$ cat src/rtl/integrated.sv
`default_nettype none
// ============================================================================
// Module   : integrated
// Brief    : N x N output-stationary systolic matrix multiplier, C = A x B,
//            using internal constant operands and a registered result array.
// Revision : 1.0 - initial release
// ============================================================================
module integrated #(
    parameter int N  = 4,
    parameter int DW = 8,
    parameter int AW = 2*DW + $clog2(N)
) (
    input  logic clk,
    input  logic rst,
    input  logic start,
    output logic finish
);

    localparam int              CW          = $clog2(3*N);
    localparam logic [CW-1:0]   c_feed_last = CW'(3*N - 1);

    localparam logic [2:0] c_idle  = 3'd0;
    localparam logic [2:0] c_clear = 3'd1;
    localparam logic [2:0] c_feed  = 3'd2;
    localparam logic [2:0] c_store = 3'd3;
    localparam logic [2:0] c_done  = 3'd4;

    logic [2:0]    r_state;
    logic [CW-1:0] r_cnt;

    logic [DW-1:0] r_a      [N][N];
    logic [DW-1:0] r_b      [N][N];
    logic [AW-1:0] r_acc    [N][N];
    logic [AW-1:0] r_result [N][N];

    logic [DW-1:0] w_a_edge [N];
    logic [DW-1:0] w_b_edge [N];
    logic [DW-1:0] w_a_in   [N][N];
    logic [DW-1:0] w_b_in   [N][N];

    logic w_clear;
    logic w_feed;
    logic w_store;

    assign w_clear = (r_state == c_clear);
    assign w_feed  = (r_state == c_feed);
    assign w_store = (r_state == c_store);

    // Skewed edge feed: row/column k lags by k cycles so operands meet in step.
    always_comb begin
        for (int i = 0; i < N; i++) begin
            w_a_edge[i] = '0;
            w_b_edge[i] = '0;
            if (w_feed && (int'(r_cnt) >= i) && (int'(r_cnt) - i < N)) begin
                w_a_edge[i] = DW'(i*N + (int'(r_cnt) - i) + 1);
                w_b_edge[i] = DW'(i + 1);
            end
        end
    end

    always_comb begin
        for (int i = 0; i < N; i++) begin
            w_a_in[i][0] = w_a_edge[i];
            w_b_in[0][i] = w_b_edge[i];
            for (int j = 1; j < N; j++) begin
                w_a_in[i][j] = r_a[i][j-1];
                w_b_in[j][i] = r_b[j-1][i];
            end
        end
    end

    always_ff @(posedge clk or negedge rst) begin
        if (!rst) begin
            r_state <= c_idle;
            r_cnt   <= '0;
            finish  <= 1'b0;
        end else begin
            case (r_state)
                c_idle: begin
                    if (start) r_state <= c_clear;
                end
                c_clear: begin
                    r_cnt   <= '0;
                    r_state <= c_feed;
                end
                c_feed: begin
                    if (r_cnt == c_feed_last) begin
                        r_cnt   <= '0;
                        r_state <= c_store;
                    end else begin
                        r_cnt <= r_cnt + 1'b1;
                    end
                end
                c_store: begin
                    r_state <= c_done;
                    finish  <= 1'b1;
                end
                c_done: begin
                    if (!start) begin
                        r_state <= c_idle;
                        finish  <= 1'b0;
                    end
                end
                default: begin
                    r_state <= c_idle;
                    finish  <= 1'b0;
                end
            endcase
        end
    end

    // PE grid: operand pipeline, accumulators and result capture.
    always_ff @(posedge clk or negedge rst) begin
        if (!rst) begin
            for (int i = 0; i < N; i++) begin
                for (int j = 0; j < N; j++) begin
                    r_a[i][j]      <= '0;
                    r_b[i][j]      <= '0;
                    r_acc[i][j]    <= '0;
                    r_result[i][j] <= '0;
                end
            end
        end else begin
            for (int i = 0; i < N; i++) begin
                for (int j = 0; j < N; j++) begin
                    r_a[i][j] <= w_a_in[i][j];
                    r_b[i][j] <= w_b_in[i][j];
                    if (w_clear) begin
                        r_acc[i][j] <= '0;
                    end else if (w_feed) begin
                        r_acc[i][j] <= r_acc[i][j] + AW'(w_a_in[i][j]) * AW'(w_b_in[i][j]);
                    end
                    if (w_store) begin
                        r_result[i][j] <= r_acc[i][j];
                    end
                end
            end
        end
    end

endmodule
`default_nettype wire

$ cat config.mk
export PLATFORM = sky130hd
export DESIGN_NAME = integrated
export DESIGN_NICKNAME = d
export VERILOG_FILES = /design/src/rtl/integrated.sv
export SDC_FILE = /design/constraint.sdc
export NUM_CORES = 1
export LEC_CHECK = 0
export CELL_PAD_IN_SITES_DETAIL_PLACEMENT = 1
export CELL_PAD_IN_SITES_GLOBAL_PLACEMENT = 1
export CORE_AREA = 5 5 42 44
export CTS_BUF_LIST = sky130_fd_sc_hd__clkbuf_16
export DETAILED_ROUTE_END_ITERATION = 6
export DIE_AREA = 0 0 47 49
export GPL_TIMING_DRIVEN = 0
export PLACE_DENSITY_LB_ADDON = 0.1
export SYNTH_ARGS = -nofsm -noshare
export SYNTH_HDL_FRONTEND = slang
export SYNTH_SLANG_ARGS = --single-unit
$ cat constraint.sdc
create_clock -name clk -period 1.98 [get_ports clk]
set_input_delay 0.396 -clock clk [delete_from_list [all_inputs] [get_ports clk]]
set_output_delay 0.396 -clock clk [all_outputs]
set_load 0.01 [all_outputs]
==> run_results.csv, run 1 <==
group,metric,value,unit
timing,worst_pin_slew,400,ps
cells_and_area,n_antenna_cell,0,
setup_path,critical_path.cell_chain,"clkdlybuf4s50_1",
timing,hold_viol,0,
power_and_ir_drop,swShare,33.9,%
place,gp_congestion,0.763,
floorplanning,rows,14,
setup_path,critical_path.n_buffers_inverters,1,
clocking,cts_resized,0,
setup_path,slowest_delay,550,ps
clocking,ctsHtreeMaxLevel,1,
floorplanning,dieArea,2300,um^2
synth,synthArstFlopShare,100,%
synth,synth_cells,45,
timing,fmax,652,MHz
grt,grt_use_total,10.6,%
power_and_ir_drop,p_leak,0.230,nW
detailed_routing,via_per_inst,5.27,
detailed_routing,dr.pass1.iters,2,
clocking,clk_pin_slew,40,ps
power_and_ir_drop,irDropWorstVdd,0.784,mV
clocking,cts.path.max_buffers,2,
power_and_ir_drop,p_switching,0.000350,W
setup_path,path_delay_family,"buffers and inverters",
timing,setup_violations,0,
grt,grt_pass1_vias,392,
timing,min_period_over_period,77.4,%
synth,synth_top_area_share,47.2,%
setup_path,path_max_fanout,3,
cells_and_area,drive_gt1_share,13.7,%
detailed_routing,wl_per_cell,14.3,um
synth,synth.avg_cell_area,9.43,um^2
grt,antenna_found_initial,0,
clocking,cts-root-buf,"clkbuf_16",
floorplanning,io_pins,4,
synth,ys_types,20,
clocking,post_cts_buffers,0,
synth,yosysSeqAreaShare,47.2,%
setup_path,start_kind,"register",
grt,grt_pass1_wl,1640,um
detailed_routing,drc,0,
timing,finalSetupTns,0,ps
floorplanning,start_util,30.3,%
setup_path,worst-r2r-setup-slack,760,ps
floorplanning,die_w,47,um
timing,finClkSkew,2.17,ps
timing,fin_crit,1530,ps
floorplanning,die_h,49,um
clocking,worstSkewPairLatency,230,ps
floorplanning,core,1400,um^2
synth,synth_top_flop_cell,"dfrtp_1",
min_path,hold_path.class,"primary input to asynchronous set/reset pin",
detailed_routing,ant_nets,0,
synth,ys_warn_count,0,
power_and_ir_drop,clockPowerShare,32.5,%
synth,synthTopCellsByCount,"dfrtp_1, o21ai_0, a21oi_1",
setup_path,cp_slowest_cell,"clkdlybuf4s50_1",
power_and_ir_drop,p_comb_share,39.4,%
synth,yosys.cell_count.top_type,"dfrtp_1",
clocking,cts-hold-fix-buffers,0,
power_and_ir_drop,p_seq_share,28.1,%
clocking,tritoncts,"built",
timing,rsz0062_at_grt,"no",
power_and_ir_drop,internal_power,0.000682,W
place,portBuffers,3,
grt,grt_max_degree,11,
flow_run,drv_cap,0,
synth,ys_seq_elements,8,
setup_path,critPathKind,"register to primary output",
detailed_routing,drt_iter0_drc,2,
cells_and_area,fin_nets,57,
synth,synth_edf_count,0,
timing,maxSlewViolCount,0,
power_and_ir_drop,power.density,1880,nW/um^2
setup_path,crit_path_end_kind,"primary output",
cells_and_area,syn2layout_area_growth,29.5,%
run_status,status,"finished clean",
timing,relSlewSlack,73.3,%
clocking,cts.sinks,8,
clocking,cts_buffers,3,
synth,syn_nets,49,
grt,overflow,0,
setup_path,cp.required,1580,ps
detailed_routing,wl,957,um
detailed_routing,dr_total_vias,353,
setup_path,r2r_cells,4,
power_and_ir_drop,power,0.00103,W
synth,synth_top_cell_by_area,"dfrtp_1",
synth,synthTopCellsByArea,"dfrtp_1, o21ai_0, buf_6",
setup_path,crit_cells,1,
synth,syn-cell-area,424,um^2
setup_path,worstPathArrival,1140,ps
place,dp_hpwl,734,um
cell type report:
type,instances,area [um^2]
Multi-Input combinational cell,31,185
Tap cell,16,20.0
Timing Repair Buffer,3,30.0
Inverter,3,11.3
Clock buffer,3,75.1
Fill cell,176,852
Buffer,3,27.5
Sequential cell,8,200
kinds of logic (layout without fill, tap and decap cells):
group,Yosys count,in the layout,share of synthesized area [%]
flip-flops,8,8,47.2
adder cells (fa/ha/maj),1,1,2.95
XOR/XNOR,1,1,2.07
AND/OR/NAND/NOR,13,13,16.8
AO/OA/AOI/OAI,16,16,21.8
buffers and inverters,6,12,9.14
path summary, 6_finish.rpt:
path	start	end
setup / recovery	finish	finish
hold / removal	rst	r_state[0]
setup reg to reg	r_cnt[0]	r_cnt[3]
hold reg to reg	r_cnt[0]	r_cnt[0]
max in group asynchronous	rst	r_cnt[3]
min in group clk	r_cnt[0]	r_cnt[0]
worst reg2reg max path, delay by kind of cell, from the launching register on:
| family | cells | cell delay (ps) |
|---|---|---|
| compound gates | 2 | 360 |
| flops | 1 | 390 |
| simple gates | 1 | 130 |
| fa+ha+maj | 1 | 210 |
registers in the layout (all words and copies together) (netlist names):
name and cells:
r_state 3, r_cnt 4, finish 1
routing by layer:
layer | global-route usage [%] | wire [um]
met5 | 0 | 0
met3 | 3.32 | 23
met2 | 15.8 | 517
met4 | 9.68 | 12
met1 | 11.1 | 404
layout by cell type (no fill, tap or decap):
| cell | n |
|---|---|
| nor3b_2 | 1 |
| a21oi_1 | 4 |
| nand2b_1 | 1 |
| o21ai_0 | 5 |
| a311oi_1 | 1 |
| nand2_1 | 3 |
| o22ai_1 | 2 |
| dfrtp_1 | 8 |
| xnor2_1 | 1 |
| nand3b_1 | 1 |
| o21ai_1 | 2 |
| buf_6 | 2 |
| a22oi_1 | 1 |
| inv_1 | 3 |
| buf_2 | 1 |
| clkdlybuf4s50_1 | 3 |
| nor2_1 | 3 |
| nand3_1 | 3 |
| clkbuf_16 | 3 |
| ha_1 | 1 |
| nor3b_1 | 1 |
| a2bb2oi_1 | 1 |
power groups by stage:
| stage | clock network [W] | logic [W] | registers, W |
|---|---|---|---|
| floorplan | 0 | 0.000304 | 0.000282 |
| finish | 0.000335 | 0.000407 | 0.000290 |
| CTS | 0.000343 | 0.000414 | 0.000291 |
| global placement | 0 | 0.000377 | 0.000285 |
| global route | 0.000350 | 0.000453 | 0.000298 |
| detailed placement | 0 | 0.000410 | 0.000294 |
through the flow:
| step | worst slack, ps | cell area [um^2] | instances | utilization [%] | hold WS, ps |
|---|---|---|---|---|---|
| 6_report | 447 | 549 | 67 | 39.2 | 463 |
| 3_5_place_dp | 677 | 474 | 64 | 33.8 | 534 |
| 5_1_grt | 407 | 549 | 67 | 39.2 | 489 |
| 2_1_floorplan | 871 | 424 | 45 | - | 100 |
| 3_3_place_gp | 698 | 474 | 64 | 33.8 | 504 |
| 4_1_cts | 436 | 549 | 67 | 39.2 | 464 |
Power figures use the tool's default switching activity.
==> run 2, diff against run 1 <==
clock period = 1.2 ns   (was 1.98 ns; I/O delays follow)
==> run_results.csv, run 2 (synthesis gave the netlist of run 1 again) <==
group,metric,value,unit
run_status,status,"finished clean",
timing,fmax,853,MHz
setup_path,path_max_fanout,10,
floorplanning,die_h,49,um
clocking,cts.sinks,8,
place,dp_hpwl,734,um
cells_and_area,syn2layout_area_growth,34.8,%
timing,maxSlewViolCount,0,
clocking,cts-root-buf,"clkbuf_16",
cells_and_area,seq_area,200,um^2
cells_and_area,regMostFlops,"r_cnt",
cells_and_area,drive_gt1_share,20.8,%
power_and_ir_drop,irDropWorstVdd,1.30,mV
flow_run,drv_cap,0,
floorplanning,die_w,47,um
grt,antenna_found_initial,0,
cells_and_area,final_common_cell,"dfrtp_1",
clocking,cts-hold-fix-buffers,0,
floorplanning,dieArea,2300,um^2
cells_and_area,fin_nets,59,
setup_path,cp.required,1300,ps
timing,min_period_over_period,97.7,%
detailed_routing,wl_per_cell,14.3,um
timing,worst_pin_slew,395,ps
setup_path,critical_path.n_buffers_inverters,1,
min_path,hold_path.class,"primary input to asynchronous set/reset pin",
detailed_routing,dr.pass1.iters,2,
floorplanning,start_util,30.3,%
clocking,clk_pin_slew,40,ps
timing,finalSetupTns,0,ps
grt,grt_pass1_wl,1690,um
setup_path,path_delay_family,"flip-flops",
cells_and_area,largest_reg_flops,4,
detailed_routing,ant_nets,0,
cells_and_area,multiInputGateArea,194,um^2
setup_path,cp_slowest_cell,"dfrtp_1",
setup_path,critical_path.cell_chain,"buf_6 -> nor3b_2 -> a311oi_2 -> o22ai_1",
timing,rsz0062_at_grt,"yes",
detailed_routing,drt_iter0_drc,2,
detailed_routing,via_per_inst,5.20,
timing,setup_violations,0,
setup_path,crit_path_end_kind,"register",
detailed_routing,wl,987,um
setup_path,worstPathArrival,1270,ps
clocking,ctsHtreeMaxLevel,1,
cells_and_area,layout_common_cells,"dfrtp_1, o21ai_0, a21oi_1",
detailed_routing,dr_total_vias,359,
clocking,worstSkewPairLatency,230,ps
power_and_ir_drop,p_leak,0.240,nW
grt,overflow,0,
timing,relSlewSlack,73.6,%
setup_path,start_kind,"register",
cells_and_area,utilization,40.8,%
place,portBuffers,3,
grt,grt_max_degree,11,
floorplanning,rows,14,
clocking,tritoncts,"built",
detailed_routing,drc,0,
floorplanning,core,1400,um^2
floorplanning,io_pins,4,
cells_and_area,fillers,175,
cells_and_area,n_antenna_cell,0,
timing,fin_crit,1170,ps
setup_path,critPathKind,"register to register",
timing,hold_ws,305,ps
place,gp_congestion,0.763,
setup_path,slowest_delay,370,ps
timing,finClkSkew,2.06,ps
clocking,cts_buffers,3,
timing,hold_viol,0,
power_and_ir_drop,power.density,3090,nW/um^2
grt,grt_use_total,10.9,%
clocking,cts.path.max_buffers,2,
cells_and_area,reg_top3,"r_cnt x4, r_state x3, finish x1",
grt,grt_pass1_vias,404,
power_and_ir_drop,power,0.00177,W
[run 2: cell types whose count changed in the layout (fill, tap and decap cells not counted), sizes merged]
cell           change
buf                +2
clkdlybuf4s50      -1
dlygate4sd2        +1
[run 2: timing repair]
action                                  in CTS  in global routing
pin swaps                                    2                  0
cloned                                       0                  0
buffers inserted                             2                  0
resized for setup                            2                  1
endpoints found under the setup margin       2                  1
[run 2: stage by stage]
step	std cells	instance area, um^2	setup slack, ps
finish	69	572	27.9
global route	69	572	-40.6
CTS	69	566	5.41
detailed placement	64	474	-14.3
global placement	64	474	6.68
floorplan	45	424	90.7
[run 2: layer usage]
metal,track usage (%),vias to the layer above,wire (um)
met5,0,-,0
met2,16.5,2,546
met1,11.5,179,405
li1,-,176,-
met3,3.32,2,23
met4,9.68,0,12
[run 2: final timing paths]
kind | from | endpoint | slack, ps | depth (start not counted)
min reg2reg | finish | finish | 560 | 2
max reg2reg | r_state[1] | r_cnt[3] | 30 | 4
min | rst | r_state[0] | 310 | 1
min in group clk | finish | finish | 560 | 2
max in group asynchronous | rst | r_cnt[1] | 610 | 1
max | r_state[1] | r_cnt[3] | 30 | 4
[run 2: cell type report]
| cell class | count | share of cell area [%] |
|---|---|---|
| multi-input cells | 31 | 33.9 |
| repair buffers | 5 | 7.66 |
| clock buffers | 3 | 13.1 |
| flip-flops and latches | 8 | 35.0 |
| plain buffers | 3 | 4.81 |
| inverters | 3 | 1.97 |
| well taps | 16 | 3.50 |
[run 2: where the power goes]
| part | switching [W] | internal, W |
|---|---|---|
| clock network | 0.000124 | 0.000429 |
| registers | 0.0000774 | 0.000388 |
| logic | 0.000400 | 0.000349 |
| total | 0.000601 | 0.00117 |
==> run 3, diff against run 2 <==
CORE_AREA = default   (was 5 5 42 44)
CORE_MARGIN = 5   (was default)
CORE_UTILIZATION = 27   (was default)
DIE_AREA = default   (was 0 0 47 49)
==> run_results.csv, run 3 (synthesis gave the netlist of run 1 again) <==
group,metric,value,unit
detailed_routing,routed-wl-met2,646,um
clocking,cts-hold-fix-buffers,0,
floorplanning,die_h,49.6,um
cells_and_area,multiInputGateArea,216,um^2
detailed_routing,wl,1200,um
detailed_routing,top_layer_used,"met4",
clocking,clk_pin_slew,40,ps
setup_path,startpoint,"r_state[1]",
setup_path,timing.rr.start,"r_state[1]",
grt,overflow,0,
setup_path,critPathKind,"register to register",
detailed_routing,via_per_inst,5.39,
cells_and_area,seq_area,200,um^2
setup_path,cp.required,1310,ps
place,gp_congestion,0.786,
grt,grt_pass1_vias,431,
setup_path,crit_path_end_kind,"register",
cells_and_area,final_common_cell,"dfrtp_1",
cells_and_area,syn2layout_area_growth,45.4,%
cells_and_area,regMostFlops,"r_cnt",
place,dpl-instance-area,474,um^2
cells_and_area,utilization,40.9,%
clocking,ctsHtreeMaxLevel,1,
grt,grt_pass1_wl,1990,um
cells_and_area,final_area,617,um^2
grt,grt_use_total,11.2,%
timing,relSlewSlack,74.4,%
grt,grt_max_degree,11,
clocking,cts.sinks,8,
power_and_ir_drop,power,0.00193,W
setup_path,worstPathArrival,1270,ps
timing,maxSlewViolCount,0,
flow_run,drv_cap,0,
detailed_routing,dr.pass1.iters,4,
timing,worst_pin_slew,382,ps
detailed_routing,drc,0,
detailed_routing,wl_per_cell,16.6,um
run_status,status,"finished clean",
detailed_routing,wl_met3,37,um
detailed_routing,met1Wirelength,470,um
floorplanning,start_util,28.2,%
power_and_ir_drop,power.density,3120,nW/um^2
cells_and_area,drive_gt1_share,30.4,%
timing,rsz0062_at_grt,"yes",
grt,antenna_found_initial,0,
power_and_ir_drop,irDropWorstVdd,1.24,mV
clocking,cts_buffers,3,
floorplanning,die_w,49.6,um
clocking,cts.path.max_buffers,2,
clocking,tritoncts,"built",
detailed_routing,ant_nets,0,
clocking,cts-root-buf,"clkbuf_16",
cells_and_area,reg_top3,"r_cnt x4, r_state x3, finish x1",
timing,fin_crit,1160,ps
setup_path,path_max_fanout,3,
place,portBuffers,3,
floorplanning,rows,14,
floorplanning,io_pins,4,
setup_path,start_kind,"register",
timing,min_period_over_period,96.9,%
min_path,hold_path.class,"primary input to asynchronous set/reset pin",
timing,fmax,860,MHz
floorplanning,dieArea,2460,um^2
cells_and_area,n_antenna_cell,0,
place,dp_hpwl,771,um
floorplanning,core,1510,um^2
detailed_routing,drt_iter0_drc,3,
timing,finClkSkew,3.83,ps
timing,setup_violations,0,
power_and_ir_drop,p_leak,0.262,nW
timing,hold_viol,0,
cells_and_area,fillers,175,
clocking,worstSkewPairLatency,230,ps
cells_and_area,fin_nets,62,
cells_and_area,layout_common_cells,"dfrtp_1, o21ai_0, buf_4",
cells_and_area,largest_reg_flops,4,
detailed_routing,dr_total_vias,388,
[run 3: final timing paths]
path,slack [ps],depth (start not counted),to
worst max-delay path,40,4,r_cnt[3]
worst min-delay path,290,1,r_state[2]
worst max register to register,40,4,r_cnt[3]
worst min register to register,570,2,finish
max in group asynchronous,630,1,r_cnt[1]
min in group clk,570,2,finish
[run 3: area by class of cell]
type / count / area share (%)
Tap cell: 16 / 3.25
Multi-Input combinational cell: 31 / 35.1
Buffer: 3 / 4.46
Clock buffer: 3 / 12.2
Timing Repair Buffer: 8 / 10.8
Sequential cell: 8 / 32.5
Inverter: 3 / 1.83
[run 3: worst max-delay path: stages (launching register included)]
cell and delay (ps):
dfrtp_1 380, buf_6 130, nor3b_4 160, a311oi_2 260, o22ai_2 110
[run 3: routing by layer]
layer	up-vias	GRT usage, %
met5	-	0
met4	0	9.61
met3	5	3.31
met2	5	16.9
met1	197	12.5
li1	181	-
[run 3: metrics by stage]
stage                     worst slack [ps]  std cells  hold slack [ps]  setup TNS (ps)
after global placement                6.18         64              506               0
after global routing                 -29.0         72              345           -29.0
after detailed placement             -7.53         64              518           -7.53
final                                 36.7         72              294               0
after floorplan                       90.7         45            -55.6               0
after CTS                             22.3         70              317               0
[run 3: report_power, final]
part           total [W]  internal (W)  leakage [nW]  switching (W)
registers       0.000475      0.000388         0.102      0.0000865
clock network   0.000570      0.000431        0.0370       0.000139
logic           0.000883      0.000430         0.123       0.000453
[run 3: what timing repair did]
action / CTS / global route
pin swaps: 2 / 3
setup endpoints to repair: 2 / 2
cloned: 0 / 0
setup buffers: 3 / 2
resized for setup: 2 / 5
